## src/rtl/adc_sampler_pkg.sv

```systemverilog
// adc_sampler_pkg: shared types and constants for the serial-ADC front end.
// Averaging depth is used only when ADC_SAMPLER_AVG_EN is defined.
package adc_sampler_pkg;

  localparam int DATA_W_DEF = 8;
  localparam int AVG_DEPTH  = 4;
  localparam int AVG_LOG2   = 2;

  typedef enum logic [1:0] {
    IDLE,
    SETUP,
    SHIFT,
    DONE
  } state_t;

endpackage

```

## src/rtl/adc_sclk_div.sv

```systemverilog
// adc_sclk_div: half-period counter and adc_sclk toggle.
// rise/fall flag the clk cycle whose closing edge moves adc_sclk.
module adc_sclk_div #(
  parameter int SCLK_DIV = 4
) (
  input  logic clk,
  input  logic rst,
  input  logic active,
  input  logic halt,
  output logic sclk,
  output logic rise,
  output logic fall
);

  localparam int CW = (SCLK_DIV > 1) ? $clog2(SCLK_DIV) : 1;
  localparam logic [CW-1:0] LAST = CW'(SCLK_DIV - 1);

  logic [CW-1:0] cnt;
  logic          edge_en;

  assign edge_en = active && (cnt == LAST);
  assign rise    = edge_en && !sclk;
  assign fall    = edge_en && sclk;

  // halt suppresses the rise that would start a ninth bit
  always_ff @(posedge clk) begin
    if (!rst || !active || halt) begin
      cnt  <= '0;
      sclk <= 1'b0;
    end else if (edge_en) begin
      cnt  <= '0;
      sclk <= ~sclk;
    end else begin
      cnt  <= cnt + CW'(1);
    end
  end

endmodule

```

## src/rtl/adc_sampler.sv

```systemverilog
// adc_sampler: periodic serial-ADC capture into a held parallel word.
// Define ADC_SAMPLER_AVG_EN to report the mean of every 4 conversions.
module adc_sampler
  import adc_sampler_pkg::*;
#(
  parameter int DATA_W        = DATA_W_DEF,
  parameter int SCLK_DIV      = 4,
  parameter int SAMPLE_PERIOD = 1000
) (
  input  logic              clk,
  input  logic              rst,
  input  logic              enable,
  input  logic              adc_sdo,
  output logic              adc_cs_n,
  output logic              adc_sclk,
  output logic [0:DATA_W-1] adc_data,
  output logic              data_valid,
  output logic              busy
);

  localparam int TW = $clog2(SAMPLE_PERIOD);
  localparam int BW = $clog2(DATA_W + 1);
  localparam logic [TW-1:0] T_LAST = TW'(SAMPLE_PERIOD - 1);
  localparam logic [BW-1:0] B_LAST = BW'(DATA_W);

  state_t            state, state_n;
  logic [TW-1:0]     tmr;
  logic              tick;
  logic [DATA_W-1:0] sh, sh_n;
  logic [BW-1:0]     bcnt, bcnt_n;
  logic [DATA_W-1:0] data_n;
  logic              cs_n_n, busy_n, dv_n;
  logic              active, finish, rise, fall;

`ifdef ADC_SAMPLER_AVG_EN
  localparam logic [AVG_LOG2-1:0] GRP_LAST = AVG_LOG2'(AVG_DEPTH - 1);
  logic [DATA_W+1:0]   sum, sum_n, acc;
  logic [AVG_LOG2-1:0] grp, grp_n;
  assign acc = sum + (DATA_W+2)'(sh);
`endif

  assign tick   = (tmr == T_LAST);
  assign active = (state == SETUP) || (state == SHIFT);
  assign finish = (state == SHIFT) && rise && (bcnt == B_LAST);

  adc_sclk_div #(
    .SCLK_DIV(SCLK_DIV)
  ) u_div (
    .clk   (clk),
    .rst   (rst),
    .active(active),
    .halt  (finish),
    .sclk  (adc_sclk),
    .rise  (rise),
    .fall  (fall)
  );

  always_ff @(posedge clk) begin
    if (!rst || tick) tmr <= '0;
    else              tmr <= tmr + TW'(1);
  end

  always_comb begin
    state_n = state;
    sh_n    = sh;
    bcnt_n  = bcnt;
    cs_n_n  = adc_cs_n;
    busy_n  = busy;
    dv_n    = 1'b0;
    data_n  = adc_data;
`ifdef ADC_SAMPLER_AVG_EN
    sum_n   = sum;
    grp_n   = grp;
`endif
    unique case (state)
      IDLE: begin
        bcnt_n = '0;
        if (tick && enable) begin
          state_n = SETUP;
          cs_n_n  = 1'b0;
          busy_n  = 1'b1;
        end
      end
      SETUP: begin
        if (rise) begin
          sh_n    = {sh[DATA_W-2:0], adc_sdo};
          state_n = SHIFT;
        end
      end
      SHIFT: begin
        if (fall) bcnt_n = bcnt + BW'(1);
        if (finish) begin
          state_n = DONE;
          cs_n_n  = 1'b1;
          busy_n  = 1'b0;
`ifdef ADC_SAMPLER_AVG_EN
          if (grp == GRP_LAST) begin
            data_n = acc[AVG_LOG2 +: DATA_W];
            dv_n   = 1'b1;
            sum_n  = '0;
            grp_n  = '0;
          end else begin
            sum_n  = acc;
            grp_n  = grp + AVG_LOG2'(1);
          end
`else
          data_n = sh;
          dv_n   = 1'b1;
`endif
        end else if (rise) begin
          sh_n = {sh[DATA_W-2:0], adc_sdo};
        end
      end
      DONE:    state_n = IDLE;
      default: state_n = IDLE;
    endcase
  end

  always_ff @(posedge clk) begin
    if (!rst) begin
      state      <= IDLE;
      sh         <= '0;
      bcnt       <= '0;
      adc_cs_n   <= 1'b1;
      busy       <= 1'b0;
      data_valid <= 1'b0;
      adc_data   <= '0;
`ifdef ADC_SAMPLER_AVG_EN
      sum        <= '0;
      grp        <= '0;
`endif
    end else begin
      state      <= state_n;
      sh         <= sh_n;
      bcnt       <= bcnt_n;
      adc_cs_n   <= cs_n_n;
      busy       <= busy_n;
      data_valid <= dv_n;
      adc_data   <= data_n;
`ifdef ADC_SAMPLER_AVG_EN
      sum        <= sum_n;
      grp        <= grp_n;
`endif
    end
  end

endmodule

```

## config.mk

```make
export PLATFORM = sky130hd
export DESIGN_NAME = adc_sampler
export DESIGN_NICKNAME = d
export VERILOG_FILES = /design/src/rtl/adc_sampler_pkg.sv /design/src/rtl/adc_sclk_div.sv /design/src/rtl/adc_sampler.sv
export SDC_FILE = /design/constraint.sdc
export NUM_CORES = 1
export LEC_CHECK = 0
export ABC_AREA = 1
export CAP_MARGIN = 15
export CORE_ASPECT_RATIO = 1.1
export CORE_MARGIN = 2
export CORE_UTILIZATION = 55
export CTS_CLUSTER_DIAMETER = 50
export DETAILED_ROUTE_END_ITERATION = 7
export PLACE_DENSITY = 0.81
export SLEW_MARGIN = 20
export SYNTH_ARGS = -nofsm -noshare
export SYNTH_HDL_FRONTEND = slang
export SYNTH_SLANG_ARGS = --single-unit
```

## constraint.sdc

```tcl
create_clock -name clk -period 3.02 [get_ports clk]
set_input_delay 0.604 -clock clk [delete_from_list [all_inputs] [get_ports clk]]
set_output_delay 0.604 -clock clk [all_outputs]
set_load 0.01 [all_outputs]
```

Word-level counts from Yosys, hierarchy flattened
Cells that the tools add are included.

storage, ports and cells
  flip-flop bits (word level) = 38

operators by class
  $add $sub $neg = 3
  equality and inequality tests = 11
  bitwise operators = 1
  multiplexer cells = 16
  reduce and logical (&&, ||, !) cells = 23

operator list
  kind                                                                      number
  8-bit 2-to-1 mux                                                          2
  8-bit one-hot mux with 2 select lines                                     1
  10-bit by 1-bit adder with 10-bit output (second input constant)          1
  10-bit equality test (second input constant)                              1
  2-bit inequality test (second input constant)                             4
  2-bit one-hot mux with 4 select lines                                     1
  4-bit one-hot mux with 2 select lines                                     1
  2-bit AND reduction                                                       4
  2-bit equality test (second input constant)                               3
  1-bit logical AND                                                         6
  2-bit 2-to-1 mux                                                          3
  3-bit AND reduction                                                       2
  1-bit 2-to-1 mux                                                          5
  4-bit by 1-bit adder with 4-bit output (second input constant)            1
  4-bit equality test (second input constant)                               1
  1-bit logical OR                                                          4
  4-bit 2-to-1 mux                                                          1
  1-bit one-hot mux with 2 select lines                                     2
  2-bit nonzero test                                                        2
  1-bit logical NOT                                                         3
  2-bit by 1-bit adder with 2-bit output (second input constant)            1
  2-bit by 1-bit equality test with 1-bit output (second input constant)    1
  2-bit logical NOT                                                         1
  2-bit by 1-bit inequality test with 1-bit output (second input constant)  1
  2 further kinds                                                           2

Longest topological paths before layout
  depth after elaboration = 8
  depth in mapped cells = 9

Modules after synthesis
A second synthesis with hierarchy kept.

unflattened totals
  cell total of the unflattened synthesis = 208
  area total of the unflattened synthesis = 1601.5 um^2

by module, submodules not included
  module        times used  area an instance (um^2)  cells an instance
  adc_sampler   1           1475.2                   191
  adc_sclk_div  1           126.4                    17

Worst setup path after synthesis
OpenSTA, ideal clock, no wires.

  path type = reg-to-reg
  start = reg state[0]
  end = reg u_div.sclk
  slack = 1495 ps
  required time = 2902 ps
  stages on the path, launching flop included = 9
  path buffers = 2
  clock period less this slack = 1525 ps
  data arrival time = 1408 ps
  path through = dfxtp_1 inv_1 ha_1 nand2_2 nor2_4 nand3_4 buf_6 buf_6 o2111a_1

between the ends
  longest elaborated chain between the ends = 7

ends and longest elaborated chain
  item                                                                                   line                                  RTL
  start: declaration                                                                     adc_sampler.sv:26                     state_t state, state_n;
  start signal: assignment                                                               adc_sampler.sv:133                    state <= state_n;
  2-bit by 1-bit equality test with 1-bit output or 2-bit equality test (tied branches)  adc_sampler.sv:43, adc_sampler.sv:44
  1-bit logical OR                                                                       adc_sampler.sv:43                     assign active = (state == SETUP) || (state == SHIFT);
  1-bit logical AND                                                                      adc_sclk_div.sv:21                    assign edge_en = active && (cnt == LAST);
  1-bit logical AND                                                                      adc_sclk_div.sv:22                    assign rise = edge_en && !sclk;
  1-bit logical AND (2 in series)                                                        adc_sampler.sv:44                     assign finish = (state == SHIFT) && rise && (bcnt == B_LAST);
  1-bit logical OR                                                                       adc_sclk_div.sv:27                    if (!rst || !active || halt) begin
  end signal: assignment                                                                 adc_sclk_div.sv:32                    sclk <= ~sclk;
  end: declaration                                                                       adc_sclk_div.sv:10                    output logic sclk,

Parallel ways exist; a longest one is shown, timed or not.
A chain may end at the register's enable or synchronous reset.

Worst setup path after layout
  start = reg state[1]
  end = reg sh[7]

between the ends
  longest elaborated chain between the ends = 8

ends and longest elaborated chain
  item                                                                                   line                                                     RTL
  2-bit by 1-bit equality test with 1-bit output or 2-bit equality test (tied branches)  adc_sampler.sv:43, adc_sampler.sv:75, adc_sampler.sv:44
  1-bit logical OR                                                                       adc_sampler.sv:43
  1-bit logical AND                                                                      adc_sclk_div.sv:21
  1-bit logical AND                                                                      adc_sclk_div.sv:22
  1-bit logical AND (2 in series)                                                        adc_sampler.sv:44
  2-bit inequality test (no source line)                                                 --
  2-bit AND reduction (no source line)                                                   --
  end signal: assignment                                                                 adc_sampler.sv:134                                       sh <= sh_n;
  end: declaration                                                                       adc_sampler.sv:29                                        logic [DATA_W-1:0] sh, sh_n;

Parallel ways exist; a longest one is shown, timed or not. The select of a mux whose other input is x is not followed.

==> reports/metrics.cfg <==
[worst_setup_path]
rr_endpoint = sh[7]$_SDFFE_PN0P_
reg2regPathDepth = 8
start_kind = flop
crit_arrival_ps = 2300
crit_fanout = 22
critPathKind = reg2reg
r2r_start = state[1]$_SDFFE_PN0P_
cp.required_ps = 3280
endpoint_kind = flop
crit_start = state[1]$_SDFFE_PN0P_
rrSetupSlack_ps = 980

[global_routing]
grt_usage_pct = 19.1
grt_max_degree = 23
grt_pass1_vias = 1194
grt_first_pass_wirelength_um = 4970
grt-ovfl-total = 0
grt_antenna_before_repair = 0

[clocking]
clock-sinks = 38
cts_tree = done
cts_buffers = 5
ctsHtreeMaxLevel = 2
cts.clk_slew.worst_paths_ps = 110
cts_hold_buf = 0
clk-insertion-delay-late_ps = 340
cts_buffer_depth = 2
cts_setup_buffers = 0
cts-resized-gates = 0
cts_root_buf = clkbuf_4

[routing]
vias = 1317
highest_layer = met4
first_iter_violations = 30
wl_per_cell_um = 11.4
antenna_left = 0
wl_met1_um = 1330
wl_um = 2880
wl_met2_um = 1370
route.met3.wl_um = 96
first_pass_iters = 4
drc = 0
via_per_inst = 5.23

[outcome]
status = finished clean

[cells_and_area]
num_antenna_cells = 0
nFillCells = 236
final_area_um2 = 1830
area_growth_syn_to_layout_pct = 12.4
nets = 230
drive_above_1_share_pct = 7.31

[timing]
final-hold-violation-count = 0
setup_tns_ps = 0
fmax_ghz = 0.490
finalCritPeriodShare_pct = 67.5
rsz0062_at_grt = no
final-setup-viol-count = 0
layout_setup_ws_ps = 980
worst_slew_pin_slew_ps = 333
skew_ps = 13.0
relSlewSlack_pct = 77.6
fin_crit_ps = 2040
slew_viol_final = 0
whs_ps = 428

[placement]
pre_cts_ws_ps = 1020
place_hpwl_um = 2140
io_buffers = 15
routabilityCongestion = 0.767
placed_area_um2 = 1790

[floorplan]
dieArea_um2 = 3420
core_um2 = 2800
rows = 20
ios = 16
die_w_um = 55.9
start_util_pct = 58.2
die_h_um = 61.1

[min_path]
hp-class = reg2reg
min_from = u_div.cnt[0]$_SDFF_PP0_
whs_endpoint = u_div.cnt[0]$_SDFF_PP0_
worstHoldPathCells = 1

[synth]
syn_inst = 201
synth_seq_area_share_pct = 46.6
synth_fp_nets = 212
ys_warn_count = 0
synth.avg_cell_area_um2 = 8.12
synth.distinct_cells = 26
syn_area_um2 = 1630
synth_seq_cells = 38

[pwr]
p_leak_nw = 0.656
finalPower_mw = 0.770
ir_drop_mv = 0.375
powerDensity_nw_per_um2 = 420

[run]
cap_violations = 0

## through the flow
stage	util, %	std cells
floorplan	-	201
detailed placement	63.8	245
global route	65.4	252
global placement	63.8	245
finish	65.4	252
CTS	65.4	252
## sequential cells by signal (all words and copies together), names as in the netlist
register    count
bcnt            4
busy            1
u_div.sclk      1
state           2
sh              8
tmr            10
adc_cs_n        1
u_div.cnt       2
adc_data        8
data_valid      1
## synth_stat cells
| cell | number | area (um^2) |
|---|---|---|
| dfxtp_1 | 38 | 761 |
| and2_2 | 1 | 7.51 |
| ha_1 | 7 | 87.6 |
| clkbuf_1 | 2 | 7.51 |
| o21ai_0 | 16 | 80.1 |
| nand2_2 | 1 | 6.26 |
| xor2_1 | 3 | 26.3 |
| a21oi_1 | 25 | 125 |
| buf_6 | 3 | 33.8 |
| a21oi_2 | 2 | 17.5 |
| nor2_1 | 17 | 63.8 |
| nand4_1 | 4 | 25.0 |
| nor3b_1 | 1 | 7.51 |
| nor3_1 | 3 | 15.0 |
| nand3_1 | 9 | 45.0 |
| o21bai_1 | 2 | 15.0 |
| o2111a_1 | 1 | 11.3 |
| nand3_2 | 1 | 10.0 |
| nand3_4 | 1 | 17.5 |
| inv_1 | 32 | 120 |
| or2_2 | 1 | 6.26 |
| xnor2_1 | 1 | 8.76 |
| o21ai_2 | 2 | 17.5 |
| nand3b_1 | 1 | 7.51 |
| nand2_1 | 26 | 97.6 |
| nor2_4 | 1 | 11.3 |
## power breakdown
part           internal, mW  switching [mW]
clock network        0.0879           0.150
logic                0.0104          0.0138
registers             0.504         0.00352
total                 0.602           0.168
## routing by layer
metal  up-vias  track usage, %
li1        685               -
met1       599            22.8
met2        26            32.5
met4         0            11.2
met3         7            4.41
met5         -               0
## worst max-delay path by stage
stage / end / slack [ps] / cells past startpoint
finish: sh[7]$_SDFFE_PN0P_ / 980 / 8
global route: sh[7]$_SDFFE_PN0P_ / 790 / 8
CTS: sh[7]$_SDFFE_PN0P_ / 980 / 8
detailed placement: sh[7]$_SDFFE_PN0P_ / 1020 / 8
global placement: tmr[8]$_SDFF_PP0_ / 1150 / 4
floorplan: u_div.sclk$_SDFFE_PP0N_ / 1490 / 8
## cell families after synthesis
logic type / count (synthesis) / synth area share [%]
AND/OR/NAND/NOR: 67 / 19.6
AO/OA/AOI/OAI: 48 / 16.3
flip-flops: 38 / 46.6
buffers and inverters: 37 / 9.89
adder cells (fa/ha/maj): 7 / 5.37
XOR/XNOR: 4 / 2.15
## placed cells by master (no fill, tap or decap), types with 2 or more instances in the layout
master	n
a21oi_1	25
a21oi_2	2
clkbuf_1	2
clkbuf_4	5
clkdlybuf4s50_1	15
dfxtp_1	38
ha_1	7
inv_1	32
nand2_1	26
nand3_1	9
nand4_1	4
nor2_1	17
nor3_1	3
o21ai_0	16
o21ai_2	2
o21bai_1	2
xor2_1	3
## cell type report
class | instances | area, um^2 | share of cell area (%)
Timing Repair Buffer | 16 | 158 | 8.59
Clock buffer | 7 | 45.0 | 2.46
Inverter | 32 | 120 | 6.55
Sequential cell | 38 | 761 | 41.5
Tap cell | 33 | 41.3 | 2.25
Multi-Input combinational cell | 126 | 709 | 38.7
## critical path: stages (launching register included)
cell     delay [ps]
dfxtp_1         390
inv_1            80
ha_1            370
nand2_2         100
nor2_4          160
nand3_4         220
nand3_2         310
o21ai_0         150
a21oi_1         170
(Power assumes the default switching activity.)
